**src/rtl/regbank_pkg.sv**
```systemverilog
// Shared definitions for the register-bank write path: bank geometry,
// index/data typedefs and the one-hot write-enable decoder.
package regbank_pkg;

    localparam int DATA_W   = 16;
    localparam int NUM_REGS = 16;
    localparam int IDX_W    = 4;

    typedef logic [IDX_W-1:0]    idx_t;
    typedef logic [DATA_W-1:0]   data_t;
    typedef logic [NUM_REGS-1:0] regvec_t;

    // One-hot decode of a destination index; indices beyond the bank give all-zero.
    function automatic regvec_t onehot_decode(input idx_t idx);
        regvec_t v;
        v = '0;
        for (int r = 0; r < NUM_REGS; r++) begin
            if (int'(idx) == r) begin
                v[r] = 1'b1;
            end else begin
                v[r] = 1'b0;
            end
        end
        return v;
    endfunction

endpackage

```
**src/rtl/regbank_write_arbiter_rr.sv**
```systemverilog
// Round-robin arbiter: searches the request vector upward from the rotating
// pointer and grants the first active requester. The pointer moves one past
// the winner whenever a grant is issued and holds otherwise.
module rr_arbiter #(
    parameter int NUM_REQ = 3,
    parameter int ID_W    = $clog2(NUM_REQ)
) (
    input  logic               clk,
    input  logic               reset,
    input  logic [NUM_REQ-1:0] i_req,
    input  logic               i_en,
    output logic [NUM_REQ-1:0] o_grant,
    output logic [ID_W-1:0]    o_grant_id,
    output logic               o_grant_vld
);

    logic [ID_W-1:0]    r_ptr;
    logic [NUM_REQ-1:0] w_grant;
    logic [ID_W-1:0]    w_grant_id;
    logic               w_found;

    // Priority search starting at the pointer, wrapping modulo NUM_REQ.
    always_comb begin
        int v_j;
        w_grant    = '0;
        w_grant_id = '0;
        w_found    = 1'b0;
        v_j        = 0;
        if (i_en) begin
            for (int k = 0; k < NUM_REQ; k++) begin
                v_j = int'(r_ptr) + k;
                if (v_j >= NUM_REQ) begin
                    v_j = v_j - NUM_REQ;
                end else begin
                    v_j = v_j;
                end
                if (!w_found && i_req[v_j]) begin
                    w_found       = 1'b1;
                    w_grant[v_j]  = 1'b1;
                    w_grant_id    = ID_W'(v_j);
                end else begin
                    w_found = w_found;
                end
            end
        end else begin
            w_found = 1'b0;
        end
    end

    // Pointer rotates to one past the winner on every grant.
    always_ff @(posedge clk) begin
        if (reset) begin
            r_ptr <= '0;
        end else if (w_found) begin
            if (w_grant_id == ID_W'(NUM_REQ - 1)) begin
                r_ptr <= '0;
            end else begin
                r_ptr <= w_grant_id + ID_W'(1);
            end
        end else begin
            r_ptr <= r_ptr;
        end
    end

    assign o_grant     = w_grant;
    assign o_grant_id  = w_grant_id;
    assign o_grant_vld = w_found;

endmodule

```
**src/rtl/regbank_write_arbiter.sv**
```systemverilog
// Register-bank write-port arbiter. NUM_REQ requesters compete round-robin
// for the single write port; the winner's index and data go through one
// register stage onto the bank's data bus and one-hot enables.
// Optional build macro REGARB_R0_ZERO_EN: writes to index 0 are accepted but
// never enabled, so r0 behaves as a hard-wired zero register.
module regbank_write_arbiter
    import regbank_pkg::*;
#(
    parameter int NUM_REQ = 3,
    parameter int ID_W    = $clog2(NUM_REQ)
) (
    input  logic                       clk,
    input  logic                       reset,
    input  logic [NUM_REQ-1:0]         i_req_valid,
    output logic [NUM_REQ-1:0]         o_req_ready,
    input  logic [NUM_REQ*IDX_W-1:0]   i_req_idx,
    input  logic [NUM_REQ*DATA_W-1:0]  i_req_data,
    input  logic                       i_stall,
    output logic [DATA_W-1:0]          o_wr_data,
    output logic [NUM_REGS-1:0]        o_reg_enable,
    output logic [NUM_REGS-1:0]        o_pend_busy,
    output logic [ID_W-1:0]            o_grant_id
);

    logic [NUM_REQ-1:0] w_grant;
    logic [ID_W-1:0]    w_grant_id;
    logic               w_xfer;
    logic               w_arb_en;
    idx_t               w_sel_idx;
    data_t              w_sel_data;
    regvec_t            w_dec;

    data_t              r_wr_data;
    regvec_t            r_reg_enable;
    regvec_t            r_pend_busy;
    logic [ID_W-1:0]    r_grant_id;

    // No acceptance while stalled or in reset, so ready drops combinationally.
    assign w_arb_en = !i_stall && !reset;

    rr_arbiter #(
        .NUM_REQ (NUM_REQ),
        .ID_W    (ID_W)
    ) u_rr (
        .clk         (clk),
        .reset       (reset),
        .i_req       (i_req_valid),
        .i_en        (w_arb_en),
        .o_grant     (w_grant),
        .o_grant_id  (w_grant_id),
        .o_grant_vld (w_xfer)
    );

    assign o_req_ready = w_grant;

    // Select the winner's destination and data and decode the write enable.
    always_comb begin
        w_sel_idx  = i_req_idx[w_grant_id*IDX_W +: IDX_W];
        w_sel_data = i_req_data[w_grant_id*DATA_W +: DATA_W];
        w_dec      = onehot_decode(w_sel_idx);
`ifdef REGARB_R0_ZERO_EN
        if (w_sel_idx == IDX_W'(0)) begin
            w_dec = '0;
        end else begin
            w_dec = w_dec;
        end
`endif
    end

    // Output stage: capture an accepted write; enables clear when idle,
    // bus data and grant id hold their last value.
    always_ff @(posedge clk) begin
        if (reset) begin
            r_wr_data    <= '0;
            r_reg_enable <= '0;
            r_pend_busy  <= '0;
            r_grant_id   <= '0;
        end else if (w_xfer) begin
            r_wr_data    <= w_sel_data;
            r_reg_enable <= w_dec;
            r_pend_busy  <= w_dec;
            r_grant_id   <= w_grant_id;
        end else begin
            r_wr_data    <= r_wr_data;
            r_reg_enable <= '0;
            r_pend_busy  <= '0;
            r_grant_id   <= r_grant_id;
        end
    end

    // A write already on the stage is discarded in the cycle reset is raised.
    assign o_reg_enable = reset ? '0 : r_reg_enable;
    assign o_pend_busy  = reset ? '0 : r_pend_busy;
    assign o_wr_data    = r_wr_data;
    assign o_grant_id   = r_grant_id;

endmodule

```
**config.mk**
```make
export PLATFORM = sky130hd
export DESIGN_NAME = regbank_write_arbiter
export DESIGN_NICKNAME = d
export VERILOG_FILES = /design/src/rtl/regbank_pkg.sv /design/src/rtl/regbank_write_arbiter_rr.sv /design/src/rtl/regbank_write_arbiter.sv
export SDC_FILE = /design/constraint.sdc
export NUM_CORES = 1
export LEC_CHECK = 0
export BUFFER_PORTS_ARGS = -buffer_cell sky130_fd_sc_hd__buf_2
export CAP_MARGIN = 20
export CORE_MARGIN = 2
export CORE_UTILIZATION = 46
export DETAILED_ROUTE_END_ITERATION = 16
export GPL_ROUTABILITY_DRIVEN = 0
export PLACE_DENSITY = 0.81
export SETUP_SLACK_MARGIN = 0.05
export SYNTH_ARGS = -nofsm -noshare
export SYNTH_HDL_FRONTEND = slang
export SYNTH_SLANG_ARGS = --single-unit
```
**constraint.sdc**
```tcl
create_clock -name clk -period 3.1 [get_ports clk]
set_clock_uncertainty 0.2 [all_clocks]
set_input_delay 0.155 -clock clk [delete_from_list [all_inputs] [get_ports clk]]
set_output_delay 0.155 -clock clk [all_outputs]
set_load 0.05 [all_outputs]
```
# Word level (Yosys, flattened, before mapping)

Cells that the tools add are included.

Register bits after elaboration: 36
Input port bits: 66
Output and inout port bits: 53
Logic and storage cells: 107

Add/sub/neg operators: 6
Order comparisons: 9
Eq/ne operators: 16
Shift-type cells: 2
Muxes and demuxes: 55
Bitwise logic cells: 3
Reductions and logical operators: 12

Operators with widths:

| kind                                                               | count |
|---|---|
| 2-to-1 mux 32 bit                                                  | 6 |
| greater-or-equal comparator 32 x 1 -> 1 bit, second input constant | 3 |
| < comparator 32 x 4 -> 1 bit, second input constant                | 3 |
| greater-or-equal comparator 32 x 3 -> 1 bit, second input constant | 2 |
| subtractor 32 x 3 -> 32 bit, second input constant                 | 2 |
| variable part select 48 x 7 -> 16 bit                              | 1 |
| == test 4 bit, second input constant                               | 8 |
| 2-to-1 mux 1 bit                                                   | 31 |
| 2-to-1 mux 3 bit                                                   | 6 |
| == test 4 x 3 -> 1 bit, second input constant                      | 4 |
| 2-to-1 mux 16 bit                                                  | 1 |
| variable part select 12 x 5 -> 4 bit                               | 1 |
| 2-to-1 mux 2 bit                                                   | 5 |
| == test 4 x 2 -> 1 bit, second input constant                      | 2 |
| binary-select mux 1 bit (select 2 bit)                             | 3 |
| demux 1 bit (select 2 bit)                                         | 3 |
| logical AND 1 bit                                                  | 6 |
| OR 3 bit                                                           | 2 |
| == test 4 x 1 -> 1 bit, second input constant                      | 1 |
| zero test 1 bit                                                    | 4 |
| zero test 4 bit                                                    | 1 |
| adder 2 x 1 -> 3 bit, second input constant                        | 1 |
| adder 2 x 2 -> 3 bit, second input constant                        | 1 |
| subtractor 2 x 2 -> 3 bit, second input constant                   | 1 |
| other kinds (5)                                                    | 5 |

# Longest topological paths before layout

Depth in word-level cells: 19
Mapped depth: 11
Gate-level depth less buffers: 8

# By module

A second synthesis with hierarchy kept.

Cell total of the unflattened synthesis: 262
Area, all modules: 2314.7 um^2

By module, submodules not included:

| module                | times used | cells each | area each (um^2) |
|---|---|---|---|
| regbank_write_arbiter | 1          | 200        | 1878.1 |
| rr_arbiter            | 1          | 62         | 436.7 |

# Worst setup path after synthesis

Ideal clock, no wire load.

Kind: reg2out
Start point: register u_rr.r_ptr[0]
End point: output o_req_ready[1]
Arrival time: 2.331 ns
Path slack: 0.414 ns
Cell stages (with the launch flop): 9
Cells stage by stage: dfxtp_1 > inv_1 > ha_1 > buf_6 > mux2_2 > o211ai_1 > o32ai_1 > a22oi_1 > a21oi_1

Longest elaborated chain between the ends: 16
Elaborated cells on any way between the ends: 54

RTL lines:

| item                                                                 | line                           | text |
|---|---|---|
| start, declared                                                      | regbank_write_arbiter_rr.sv:17 | `logic [ID_W-1:0] r_ptr;` |
| start signal, assigned                                               | regbank_write_arbiter_rr.sv:58 | `r_ptr <= w_grant_id + ID_W'(1);` |
| start signal, assigned                                               | regbank_write_arbiter_rr.sv:61 | `r_ptr <= r_ptr;` |
| branches (longest 14 deep; another with subtractor 32 x 3 -> 32 bit) | -                              |  |
| 2-to-1 mux 3 bit (*)                                                 | regbank_write_arbiter_rr.sv:37 | `if (!w_found && i_req[v_j]) begin` |
| 2-to-1 mux 3 bit (*)                                                 | regbank_write_arbiter_rr.sv:29 | `if (i_en) begin` |
| end, declared                                                        | regbank_write_arbiter.sv:15    | `output logic [NUM_REQ-1:0] o_req_ready,` |

Every way passes the cells marked *. The select of a mux whose other input is x is not followed.

# Worst setup path in the final report

Start point: register u_rr.r_ptr[0]
End point: output o_req_ready[2]

The elaborated chain is that of the path after synthesis.

==> flow_metrics.env <==
export IMPL_path_max_fanout=9
export IMPL_fmax_mhz=352
export IMPL_grt_pass1_wl_mm=9.03
export IMPL_internal_power_mw=0.912
export IMPL_p_sw_mw=0.402
export IMPL_pwr_share_seq_pct=38.1
export IMPL_status="complete, no violations"
export IMPL_avgSynthCellArea_um2=7.67
export IMPL_crit_required_ns=2.74
export IMPL_synth_fp_nets=371
export IMPL_async_flop_share_pct=0
export IMPL_place_area_mm2=0.00284
export IMPL_coreArea_mm2=0.00479
export IMPL_met3_length_um=351
export IMPL_die_area_mm2=0.00560
export IMPL_cts_path_max_buffers=2
export IMPL_setup_viol=0
export IMPL_fillers=426
export IMPL_drcViolationCount=0
export IMPL_finalCritPeriodShare_pct=91.6
export IMPL_grt_max_degree=37
export IMPL_cp_arrival_ns=2.48
export IMPL_synth_warnings=0
export IMPL_clkSinkCount=36
export IMPL_cts_buffers_inserted=5
export IMPL_io_pins=119
export IMPL_clock_latency_ns=0.27
export IMPL_syn_to_final_growth_pct=35.3
export IMPL_met2_wirelength_mm=3.10
export IMPL_highest_layer="met4"
export IMPL_max_stage_delay_ns=0.39
export IMPL_report_final_hold_viol_count=0
export IMPL_r2r_slack_ns=0.31
export IMPL_antenna_found_initial=0
export IMPL_drtPass1Iterations=5
export IMPL_synth_edf_count=0
export IMPL_drtAntennaViolNets=0
export IMPL_tightest_slew_ns=0.609
export IMPL_drt_met1_wl_mm=2.79
export IMPL_drtIter0Drc=127
export IMPL_clk_pin_slew_worst_paths_ns=0.07
export IMPL_synth_ff_type="dfxtp_1"
export IMPL_crit_slowest_cell="ha_2"
export IMPL_grt_setup_unrepaired="false"
export IMPL_crit_type="reg2out"
export IMPL_cts_setup_buffers=0
export IMPL_path_buf_inv=3
export IMPL_power_frac_comb_pct=28.3
export IMPL_groute_usage_overall_pct=20.7
export IMPL_viasPerCell=5.27
export IMPL_ys_top_cells_by_area="dfxtp_1 31%, nand2_1 7.3%, o31ai_1 6.5%"
export IMPL_diodes=0
export IMPL_routed_wl_mm=6.32
export IMPL_fp_dieH_um=74.8
export IMPL_p_leak_nw=1.54
export IMPL_grt_overflow_total=0
export IMPL_crit_family="compound AO/OA/AOI/OAI gates"
export IMPL_portBuffers=118
export IMPL_clkPwrFrac_pct=33.6
export IMPL_peakVddDrop_mv=0.221
export IMPL_vias=2539
export IMPL_synth_seq_cells=36
export IMPL_drv_cap=0
export IMPL_place_hpwl_mm=4.57
export IMPL_regArea_um2=721
export IMPL_synthDominantCellAreaShare_pct=31.2
export IMPL_yosys_area_top_type="dfxtp_1"
export IMPL_synth_cells=301
export IMPL_ys_top_cells_by_count="45 x nand2_1, 38 x nor2_1, 36 x dfxtp_1"
export IMPL_synth_most_common_cell="nand2_1"
export IMPL_h_tree_depth=2
export IMPL_synth_area_mm2=0.00231
export IMPL_slew_viol_final=0
export IMPL_hp_class="in2reg"
export IMPL_die_width_um=74.8
export IMPL_fin_nets=484
export IMPL_grt_pass1_vias=2095
export IMPL_design_area_mm2=0.00312
export IMPL_drive_gt1_share_pct=35.4
export IMPL_cts_root_buf="clkbuf_8"
export IMPL_cts_tree="done"
export IMPL_tns_ns=0
export IMPL_fp_row_count=25
export IMPL_switching_share_pct=30.6
export IMPL_crit_chain="inv_1 -> ha_2 -> buf_4 -> mux2_2 -> o211ai_1 -> o32ai_1 -> a221oi_1 -> nor2_1 -> buf_2"
export IMPL_min_period_ns=2.84
export IMPL_cp_start_kind="flip-flop"
export IMPL_initial_core_util_pct=48.2
export IMPL_relSlewSlack_pct=59.3
export IMPL_ys_types=49
export IMPL_p_per_area_mw_per_mm2=421
export IMPL_multi_input_area_mm2=0.00135
export IMPL_endpoint_kind="output pin"
export IMPL_yosysSeqAreaShare_pct=31.2
export IMPL_wl_per_cell_um=13.1
[final cells by class]
| type | instances | area share [%] |
|---|---|---|
| tap | 67 | 2.68 |
| multi-input combinational | 223 | 43.1 |
| clock buffer | 7 | 3.08 |
| inverter | 6 | 0.721 |
| sequential | 36 | 23.1 |
| clock inverter | 1 | 0.961 |
| timing repair buffer | 142 | 26.4 |
[power by group through the flow]
stage / combinational (mW) / clock, mW / sequential (mW)
global placement: 0.348 / 0 / 0.510
floorplan: 0.174 / 0 / 0.585
global route: 0.398 / 0.467 / 0.503
CTS: 0.369 / 0.449 / 0.500
detailed placement: 0.351 / 0 / 0.511
finish: 0.372 / 0.442 / 0.501
[worst min-delay path, cell delays in order]
cell and delay [ns]:
buf_2 0.09, nand2_1 0.04, and3_1 0.14, o31ai_1 0.06
[registers in the layout, indices dropped and copies added (netlist names)]
signal and count:
o_grant_id 2, o_wr_data 16, r_pend_busy 16, u_rr.r_ptr 2
[path summary, 6_finish.rpt]
path,startpoint,endpoint,cells after the start
max,u_rr.r_ptr[0],o_req_ready[2],9
min,i_req_data[23],o_wr_data[7],4
max reg2reg,u_rr.r_ptr[1],r_pend_busy[5],8
min reg2reg,o_grant_id[0],o_grant_id[0],2
[cells in the final DEF, fill, tap and decap left out, types with 2 or more instances in the layout]
cell,count
buf_4,7
o31ai_1,20
a31oi_1,2
nor2b_1,23
or2_2,3
buf_2,118
inv_1,5
and3_1,18
o21ai_0,3
dlygate4sd3_1,16
a22oi_1,3
nand2_1,45
o21bai_1,2
a21oi_1,5
a222oi_1,4
and2_1,2
clkbuf_8,7
nor2_1,38
dfxtp_1,36
a21o_1,2
nand3_1,2
ha_1,3
nand4_1,5
nand3b_1,18
o221ai_1,3
[routing by layer]
layer  up-vias  track usage (%)
met1      1158             25.4
met3         7             2.14
li1       1272                -
met2       102             37.5
met4         0             6.94
met5         -                0
[stage by stage]
step | power [mW] | std cells | setup slack [ns] | utilization, % | hold slack (ns)
2_1_floorplan | 0.759 | 301 | 0.414 | - | 0.157
3_5_place_dp | 0.862 | 458 | 0.328 | 59.2 | 0.236
5_1_grt | 1.37 | 482 | 0.0953 | 65.3 | 0.0642
4_1_cts | 1.32 | 482 | 0.222 | 65.2 | 0.0466
6_report | 1.31 | 482 | 0.262 | 65.3 | 0.0526
3_3_place_gp | 0.858 | 458 | 0.432 | 59.2 | 0.228
[kinds of logic after synthesis]
family	after synthesis	share of synthesized area, %
AOI/OAI and AO/OA	57	19.3
DFF	36	31.2
buffers and inverters	42	10.5
muxes	1	0.488
adders and majority gates	4	2.17
and+or+nand+nor	161	36.3
[what timing repair did]
item / CTS / global route
hold endpoints to repair: 16 / 0
setup endpoints to repair: 0 / 1
resized for setup: 0 / 1
hold buffers: 16 / 0
Note: power is estimated with default switching activity, not from simulation.
